## src/rtl/oneof2_sync_rx_if.sv

```systemverilog
// Channel bundle between the dual-rail sender, oneof2_sync_rx and the
// downstream valid/ready consumer.
// The slave modport is the receiver's view. The master modport is the
// environment's view: it drives the rails and out_ready.
interface oneof2_sync_rx_if #(
    parameter int WIDTH = 1,
    parameter int DEPTH = 4
);
    localparam int CW = $clog2(DEPTH + 1);

    logic [2*WIDTH-1:0] r_dr;
    logic               re;
    logic [WIDTH-1:0]   out_data;
    logic               out_valid;
    logic               out_ready;
    logic [CW-1:0]      count;
    logic               err_illegal;

    modport slave (
        input  r_dr,
        input  out_ready,
        output re,
        output out_data,
        output out_valid,
        output count,
        output err_illegal
    );

    modport master (
        output r_dr,
        output out_ready,
        input  re,
        input  out_data,
        input  out_valid,
        input  count,
        input  err_illegal
    );
endinterface

```

## src/rtl/oneof2_sync_rx.sv

```systemverilog
// oneof2_sync_rx: four-phase dual-rail (one-of-2 per bit) receiver.
// The block synchronises every rail into clk, runs the enable handshake
// back to the sender, and queues the decoded words in a FIFO that has a
// valid/ready output.
// Optional feature macro: ONEOF2_RX_ERR_EN. When it is defined, the block
// adds a sticky illegal-codeword flag (both rails of one pair high). When
// it is undefined, err_illegal is tied to 0.
//
// state  | meaning
// S_WAIT | re=0; wait for neutral synced rails and free FIFO space
// S_REQ  | re=1; token requested, wait for a complete codeword
// S_ACK  | re=0; token captured, wait for the rails to return to neutral
module oneof2_sync_rx #(
    parameter int WIDTH       = 1,
    parameter int DEPTH       = 4,
    parameter int SYNC_STAGES = 2
) (
    input logic             clk,
    input logic             reset,
    oneof2_sync_rx_if.slave bus
);
    localparam int RW  = 2 * WIDTH;
    localparam int CW  = $clog2(DEPTH + 1);
    localparam int PW  = $clog2(DEPTH);
    localparam int PRW = $clog2(SYNC_STAGES + 1);

    typedef enum logic [1:0] {
        S_WAIT = 2'd0,
        S_REQ  = 2'd1,
        S_ACK  = 2'd2
    } state_t;

    state_t           state_q, state_d;
    logic [RW-1:0]    sync_q [SYNC_STAGES];
    logic [RW-1:0]    s_dr;
    logic [WIDTH-1:0] rail1, rail0;
    logic             complete, neutral, room, push, pop, primed;
    logic [PRW-1:0]   prime_q;
    logic [WIDTH-1:0] mem_q [DEPTH];
    logic [PW-1:0]    wr_ptr_q, rd_ptr_q;
    logic [CW-1:0]    count_q, count_after_pop;
    logic             err_q;

    // Per-rail synchroniser chain; the FSM only sees the last stage.
    always_ff @(posedge clk or posedge reset) begin
        if (reset) begin
            for (int k = 0; k < SYNC_STAGES; k++) sync_q[k] <= '0;
        end else begin
            sync_q[0] <= bus.r_dr;
            for (int k = 1; k < SYNC_STAGES; k++) sync_q[k] <= sync_q[k-1];
        end
    end

    assign s_dr = sync_q[SYNC_STAGES-1];

    // After reset the chain holds zeros that would look like neutral even while the
    // sender still drives a codeword. This counter waits until the chain has
    // refilled from the real rails, so a stale token is never requested.
    always_ff @(posedge clk or posedge reset) begin
        if (reset)
            prime_q <= PRW'(SYNC_STAGES);
        else if (prime_q != '0)
            prime_q <= prime_q - PRW'(1);
    end

    assign primed = (prime_q == '0);

    // Split the synced rails into rail1/rail0 vectors.
    always_comb begin
        rail1 = '0;
        rail0 = '0;
        for (int i = 0; i < WIDTH; i++) begin
            rail1[i] = s_dr[2*i+1];
            rail0[i] = s_dr[2*i];
        end
    end

`ifdef ONEOF2_RX_ERR_EN
    // An illegal 11 pair counts as carrying its rail1 value, so the token still
    // completes once the other pairs arrive.
    assign complete = &(rail1 | rail0);
`else
    assign complete = &(rail1 ^ rail0);
`endif
    assign neutral = primed && (s_dr == '0);

    assign pop             = (count_q != '0) && bus.out_ready;
    assign count_after_pop = count_q - CW'(pop);
    assign room            = (count_after_pop < CW'(DEPTH));

    // FSM state register.
    always_ff @(posedge clk or posedge reset) begin
        if (reset) state_q <= S_WAIT;
        else       state_q <= state_d;
    end

    // FSM next state and push strobe.
    always_comb begin
        state_d = state_q;
        push    = 1'b0;
        case (state_q)
            S_WAIT: begin
                if (neutral && room) state_d = S_REQ;
            end
            S_REQ: begin
                if (complete && (count_q < CW'(DEPTH))) begin
                    push    = 1'b1;
                    state_d = S_ACK;
                end
            end
            S_ACK: begin
                if (neutral) state_d = room ? S_REQ : S_WAIT;
            end
            default: state_d = S_WAIT;
        endcase
    end

    // FIFO storage; the word comes from rail1 only.
    always_ff @(posedge clk or posedge reset) begin
        if (reset) begin
            for (int k = 0; k < DEPTH; k++) mem_q[k] <= '0;
        end else if (push) begin
            mem_q[wr_ptr_q] <= rail1;
        end
    end

    // FIFO pointers and occupancy. DEPTH is a power of 2, so the pointers wrap naturally.
    always_ff @(posedge clk or posedge reset) begin
        if (reset) begin
            wr_ptr_q <= '0;
            rd_ptr_q <= '0;
            count_q  <= '0;
        end else begin
            if (push) wr_ptr_q <= wr_ptr_q + PW'(1);
            if (pop)  rd_ptr_q <= rd_ptr_q + PW'(1);
            case ({push, pop})
                2'b10:   count_q <= count_q + CW'(1);
                2'b01:   count_q <= count_q - CW'(1);
                default: count_q <= count_q;
            endcase
        end
    end

`ifdef ONEOF2_RX_ERR_EN
    // Sticky flag for a pair seen with both rails high while a token is requested.
    always_ff @(posedge clk or posedge reset) begin
        if (reset)
            err_q <= 1'b0;
        else if ((state_q == S_REQ) && |(rail1 & rail0))
            err_q <= 1'b1;
    end
`else
    assign err_q = 1'b0;
`endif

    assign bus.re          = (state_q == S_REQ);
    assign bus.out_valid   = (count_q != '0);
    assign bus.out_data    = mem_q[rd_ptr_q];
    assign bus.count       = count_q;
    assign bus.err_illegal = err_q;

endmodule
```

## src/flat_wrapper.sv

```systemverilog
// flat-port wrapper written by rule: the top's interface ports become plain ports
module oneof2_sync_rx_flat 
#(
    parameter int WIDTH       = 1,
    parameter int DEPTH       = 4,
    parameter int SYNC_STAGES = 2
)
  (clk, reset, bus_r_dr, bus_out_ready, bus_re, bus_out_data, bus_out_valid, bus_count, bus_err_illegal);
  oneof2_sync_rx_if #(.WIDTH(WIDTH), .DEPTH(DEPTH)) bus_i ();
  input logic clk;
  input logic reset;
  input wire logic [$bits(bus_i.r_dr)-1:0] bus_r_dr;
  input wire logic [$bits(bus_i.out_ready)-1:0] bus_out_ready;
  output wire logic [$bits(bus_i.re)-1:0] bus_re;
  output wire logic [$bits(bus_i.out_data)-1:0] bus_out_data;
  output wire logic [$bits(bus_i.out_valid)-1:0] bus_out_valid;
  output wire logic [$bits(bus_i.count)-1:0] bus_count;
  output wire logic [$bits(bus_i.err_illegal)-1:0] bus_err_illegal;
  assign bus_i.r_dr = bus_r_dr;
  assign bus_i.out_ready = bus_out_ready;
  assign bus_re = bus_i.re;
  assign bus_out_data = bus_i.out_data;
  assign bus_out_valid = bus_i.out_valid;
  assign bus_count = bus_i.count;
  assign bus_err_illegal = bus_i.err_illegal;
  oneof2_sync_rx #(.WIDTH(WIDTH), .DEPTH(DEPTH), .SYNC_STAGES(SYNC_STAGES)) u_core (.clk(clk), .reset(reset), .bus(bus_i));
endmodule
```

## config.mk

```make
export PLATFORM = sky130hd
export DESIGN_NAME = oneof2_sync_rx_flat
export DESIGN_NICKNAME = d
export VERILOG_FILES = /design/src/rtl/oneof2_sync_rx_if.sv /design/src/rtl/oneof2_sync_rx.sv /design/src/flat_wrapper.sv
export SDC_FILE = /design/constraint.sdc
export NUM_CORES = 1
export LEC_CHECK = 0
export ABC_CLOCK_PERIOD_IN_PS = 2400
export CORE_ASPECT_RATIO = 0.9
export CORE_MARGIN = 1
export CORE_UTILIZATION = 52
export DETAILED_ROUTE_END_ITERATION = 7
export PLACE_DENSITY = 0.87
export SYNTH_ARGS = -nofsm -noshare
export SYNTH_HDL_FRONTEND = slang
export SYNTH_SLANG_ARGS = --single-unit
export TNS_END_PERCENT = 30
```

## constraint.sdc

```tcl
create_clock -name clk -period 2.4 [get_ports clk]
set_input_delay 0.24 -clock clk [delete_from_list [all_inputs] [get_ports clk]]
set_output_delay 0.24 -clock clk [all_outputs]
set_load 0.03 [all_outputs]
```

==> flow_summary.toml, run 1 <==
[worst_setup_path]
r2r_end = "u_core.bus.count[2]"
rrSetupSlack_ps = 270
path_max_fanout = 5
endpoint_kind = "flop"
critPathLaunchType = "flop"
crit_path_end = "u_core.bus.count[2]"
cp.required_ps = 2620
worstSetupStartpoint = "u_core.s_dr[1]"
worstSetupPathType = "flop to flop"
r2r-start = "u_core.s_dr[1]"
worstPathArrival_ps = 2350
reg2regPathDepth = 10

[floorplan]
core_um2 = 1680
initial_core_util_pct = 55.3
die_h_um = 42.1
dieArea_um2 = 1960
num_io_pins = 12
row_count = 14
die_x_um = 46.6

[cells_and_area]
nets = 102
drive_above_1_share_pct = 18.2
final-instance-count-excl-fill = 112
num_antenna_cells = 0
area_delta_synth_final_pct = 15.7
fin_util_pct = 64.0

[status]
status = "finished, final reports clean"

[placement]
placed_cells = 108
dp_hpwl_um = 1100
gp_congestion = 0.786
io_buffers = 10
dpl_worst_slack_ps = 277

[timing]
rsz0062_at_grt = "no"
timing.fmax_mhz = 468
period_minus_slack_ps = 2130
setup_viol = 0
slew_headroom_pct = 54.8
slew_viol_final = 0
setup_tns_ps = 0
worst_pin_slew_ps = 677
fin_crit_sh_pct = 88.9
hold_violations = 0
skew_ps = 1.29
setup_slack_ps = 265

[yosys]
synth_edf_count = 0
ys_seq_area_share_pct = 51.3
ys_warn_count = 0
synth_area_per_cell_um2 = 12.4
ys.flop_type = "dfrtp_1"
synth_area_um2 = 930
postSynthCellCount = 75
async_flop_share_pct = 100
synth_nets = 88
synth_seq_cells = 19
synthDistinctLibCells = 24

[clocking]
cts_root_buf = "clkbuf_4"
cts_resized = 0
hold_buffers = 0
clk_latency_ps = 290
post_cts_buffers = 0
cts_tree = "built"
htree_levels = 1
clock_sinks = 19
path_clk_slew_ps = 100
cts_made_buffers = 3
clockBufferDepth = 2

[power]
comb_power_share_pct = 47.4
swShare_pct = 38.4
clkPwrFrac_pct = 12.2
finalPower_mw = 1.28
p_leak_nw = 0.529
p_sw_mw = 0.490
pwr-share-seq_pct = 40.4
peakVddDrop_uv = 739
p_per_area_nw_per_um2 = 1180
p_int_mw = 0.785

[global_routing]
grt_max_degree = 20
grt.total_usage_pct = 17.0
overflow = 0
grt_pass1_wl_um = 2330
grt-busiest-layer = "met2"
grt_pass1_vias = 549
antenna_found_initial = 0
grt_use_met3_pct = 3.88
grtUsageMet2_pct = 27.2
grt_use_met1_pct = 22.3

[flow_run]
drv_cap = 0

[routing]
post-route-drc-count = 0
wire_per_inst_um = 11.8
ant_nets = 0
firstDrtPassIters = 2
vias_per_cell = 4.68
vias = 524
routed_wl_um = 1320
drt_iter0_markers = 9

[worst_hold_path]
hp-class = "input port to async pin"
==> worst max-delay path, cell delays in order (launching register included) <==
cell	delay, ps
dfrtp_1	420
inv_1	60
ha_1	280
and4bb_1	200
inv_1	80
ha_1	190
inv_1	70
fa_1	370
xor2_1	150
nor2_1	110
xnor2_1	130
==> layout by cell type (no fill, tap or decap), types with 2 or more instances in the layout <==
master            n
clkbuf_4          3
xnor2_1           5
dfrtp_1          18
inv_1            13
ha_1              7
xor2_1            2
clkdlybuf4s50_1  10
mux2_4            4
nand2_1           4
o21ai_0           2
nand2_2           4
mux2i_1           2
==> cell type report <==
class                   count  area, um2
fillers                   157        606
flip-flops and latches     19        477
multi-input cells          41        385
repair buffers             11        108
inverters                  13       48.8
well taps                  24       30.0
clock buffers               3       22.5
clock inverters             1       5.00
==> state kept, by name (all words and copies together) (netlist names) <==
name and flops:
u_core.bus.count 3, u_core.mem_q 4, u_core.prime_q 2, u_core.rd_ptr_q 2, u_core.s_dr 2, u_core.state_q 2
u_core.sync_q 2, u_core.wr_ptr_q 2
==> how the worst min path moves through the flow <==
stage	slack, ps	to	from	cells past startpoint
after global routing	370	u_core.sync_q[2]	bus_r_dr[0]	1
after CTS	370	u_core.bus.count[0]	reset	2
final	340	u_core.bus.count[0]	reset	2
after detailed placement	360	u_core.s_dr[1]	u_core.sync_q[3]	0
after global placement	330	u_core.s_dr[0]	u_core.sync_q[2]	0
after floorplan	190	u_core.bus.count[0]	reset	1
==> cell families (layout without fill, tap and decap cells) <==
family	count (synthesis)	after routing	share of synthesized area [%]
simple gates	13	13	8.21
mux	7	7	11.0
buf+inv	15	28	7.27
fa+ha+maj	8	8	11.6
flops	19	19	51.3
compound gates	5	5	3.63
other cells	1	1	0.403
xor+xnor	7	7	6.60
==> per-stage QoR <==
step	hold WS [ps]	area, um2
global route	375	1080
CTS	370	1080
detailed placement	355	1050
global placement	334	1050
finish	337	1080
floorplan	190	930
==> power groups by stage <==
| stage | clock [mW] | sequential, mW | combinational [mW] |
|---|---|---|---|
| global placement | 0 | 0.517 | 0.584 |
| finish | 0.156 | 0.516 | 0.604 |
| floorplan | 0 | 0.551 | 0.393 |
| global route | 0.174 | 0.528 | 0.668 |
| detailed placement | 0 | 0.525 | 0.610 |
| CTS | 0.161 | 0.518 | 0.612 |
==> cell usage after synthesis (2+ instances only) <==
cell     count  area, um2
ha_1         7       87.6
nand2_1      4       15.0
xor2_1       2       17.5
xnor2_1      5       43.8
mux2_4       4       60.1
o21ai_0      2       10.0
nand2_2      4       25.0
dfrtp_1     18        450
mux2i_1      2       20.0
inv_1       13       48.8
==> layer usage <==
layer / part of all wire, % / vias up
li1: - / 260
met1: 45 / 249
met2: 50 / 11
met3: 3.5 / 4
met4: 1.5 / 0
met5: 0 / -
Note: power is estimated with default switching activity, not from simulation.
==> inputs of run 2 (changes only) <==
--- a/config.mk
+++ b/config.mk
@@ -5,12 +5,12 @@
 export SDC_FILE = /design/constraint.sdc
 export NUM_CORES = 1
 export LEC_CHECK = 0
-export ABC_CLOCK_PERIOD_IN_PS = 2400
+export ABC_CLOCK_PERIOD_IN_PS = 1800
 export CORE_ASPECT_RATIO = 0.9
 export CORE_MARGIN = 1
-export CORE_UTILIZATION = 52
+export CORE_UTILIZATION = 47
 export DETAILED_ROUTE_END_ITERATION = 7
-export PLACE_DENSITY = 0.87
+export PLACE_DENSITY = 0.83
 export SYNTH_ARGS = -nofsm -noshare
 export SYNTH_HDL_FRONTEND = slang
 export SYNTH_SLANG_ARGS = --single-unit
==> constraint.sdc (replaced) <==
create_clock -name clk -period 1.8 [get_ports clk]
set_input_delay 0.18 -clock clk [delete_from_list [all_inputs] [get_ports clk]]
set_output_delay 0.18 -clock clk [all_outputs]
set_load 0.03 [all_outputs]
==> flow_summary.toml, run 2 (synthesis gave the netlist of run 1 again) <==
[routing]
drt_iter0_markers = 4
ant_nets = 0
post-route-drc-count = 0
firstDrtPassIters = 2
routed_wl_um = 1430
vias = 558
vias_per_cell = 4.81
wire_per_inst_um = 12.3

[floorplan]
core_um2 = 1770
row_count = 14
die_x_um = 48.9
num_io_pins = 12
dieArea_um2 = 2160
die_h_um = 44.2
initial_core_util_pct = 52.5

[power]
peakVddDrop_uv = 1010
p_leak_nw = 0.544
finalPower_mw = 1.75
p_per_area_nw_per_um2 = 1540

[timing]
timing.fmax_mhz = 528
setup_tns_ps = -118
skew_ps = 0.554
setup_slack_ps = -95.2
slew_viol_final = 0
hold_violations = 0
fin_crit_sh_pct = 105
setup_viol = 2
rsz0062_at_grt = "yes"
period_minus_slack_ps = 1900

[placement]
placed_cells = 112
dp_hpwl_um = 1160
io_buffers = 10
dpl_worst_slack_ps = -138
gp_congestion = 0.734

[worst_setup_path]
critPathSlowestCell = "dfrtp_1"
cp.required_ps = 2010
cp_cell_sequence = "inv_2 -> ha_4 -> and4bb_2 -> inv_4 -> ha_4 -> inv_2 -> fa_2 -> xor2_1 -> nor2_1 -> xnor2_1"
endpoint_kind = "flop"
max_stage_delay_ps = 400
path_max_fanout = 2
worstPathArrival_ps = 2110
critPathLaunchType = "flop"
worstSetupPathType = "flop to flop"

[global_routing]
grt.total_usage_pct = 15.1
grt_pass1_wl_um = 2450
antenna_found_initial = 0
grt_max_degree = 20
overflow = 0
grt_pass1_vias = 601

[clocking]
cts_tree = "built"
path_clk_slew_ps = 100
post_cts_buffers = 0
clk_latency_ps = 280
clock_sinks = 19
htree_levels = 1
hold_buffers = 0
cts_made_buffers = 3
clockBufferDepth = 2
cts_root_buf = "clkbuf_4"

[cells_and_area]
fill_cells = 137
num_antenna_cells = 0
top_register = "u_core.mem_q"
final_cell_mix = "dfrtp_1 (18), inv_1 (9), clkdlybuf4s50_1 (8)"
area_delta_synth_final_pct = 21.8
final_common_cell = "dfrtp_1"
final-instance-count-excl-fill = 116
nets = 106
largest_reg_flops = 4
drive_above_1_share_pct = 30.4

[status]
status = "finished, violations left"
failed_checks = "negative setup slack"

[flow_run]
drv_cap = 0

[worst_hold_path]
hp-class = "input port to async pin"
## run 2: changes by cell type in the layout (fill, tap and decap cells not counted), moves of 2 or more
cell,previous run,this run
buf_4,1,5
clkdlybuf4s50_1,10,8
ha_1,7,5
ha_4,0,2
inv_1,13,9
inv_2,0,3
## run 2: path summary, 6_finish.rpt
check                                 start                   to  slack [ps]  depth (start not counted)
setup / recovery             u_core.s_dr[1]  u_core.bus.count[2]        -100                         10
hold / removal                        reset     u_core.sync_q[3]         200                          3
setup reg to reg             u_core.s_dr[1]  u_core.bus.count[2]        -100                         10
hold reg to reg            u_core.sync_q[3]       u_core.s_dr[1]         360                          0
max in group asynchronous             reset    u_core.prime_q[1]        1340                          3
min in group clk                bus_r_dr[0]     u_core.sync_q[2]         320                          1
## run 2: power breakdown
part | total, mW | leakage (nW) | switching [mW] | internal, mW
Sequential | 0.693 | 0.232 | 0.122 | 0.571
Clock | 0.204 | 0.0150 | 0.118 | 0.0860
Combinational | 0.849 | 0.297 | 0.434 | 0.415
## run 2: area by class of cell
cell class / count / area, um2 / share of cell area [%]
inverters: 13 / 51.3 / 4.53
repair buffers: 15 / 135 / 11.9
multi-input cells: 41 / 413 / 36.5
well taps: 24 / 30.0 / 2.65
flip-flops and latches: 19 / 477 / 42.1
clock buffers: 4 / 26.3 / 2.32
## run 2: per-layer routing
metal | routed length, um | vias up | global-route usage (%)
li1 | - | 272 | -
met1 | 644 | 276 | 18.3
met2 | 743 | 10 | 28.3
met3 | 40 | 0 | 2.06
met4 | 0 | 0 | 5.29
met5 | 0 | - | 0
## run 2: worst max-delay path: cells and delay by family, from the launching register on
family                     cells  cell delay [ps]
buffers and inverters          3              170
adders and majority gates      3              630
xor gates and xnor gates       2              270
DFF                            1              400
and+or+nand+nor                2              360
## run 2: per-stage QoR
step / util (%) / hold WS [ps] / cell area, um2
after global placement: 62.0 / 332 / 1100
after detailed placement: 62.0 / 342 / 1100
after floorplan: - / 130 / 947
after global routing: 64.0 / 243 / 1130
after CTS: 63.4 / 204 / 1120
final: 64.0 / 200 / 1130
## run 2: repair_timing
item / CTS / global route
pin swaps: 0 / 1
gates resized for setup: 1 / 8
gates cloned: 0 / 0
endpoints found under the setup margin: 3 / 4
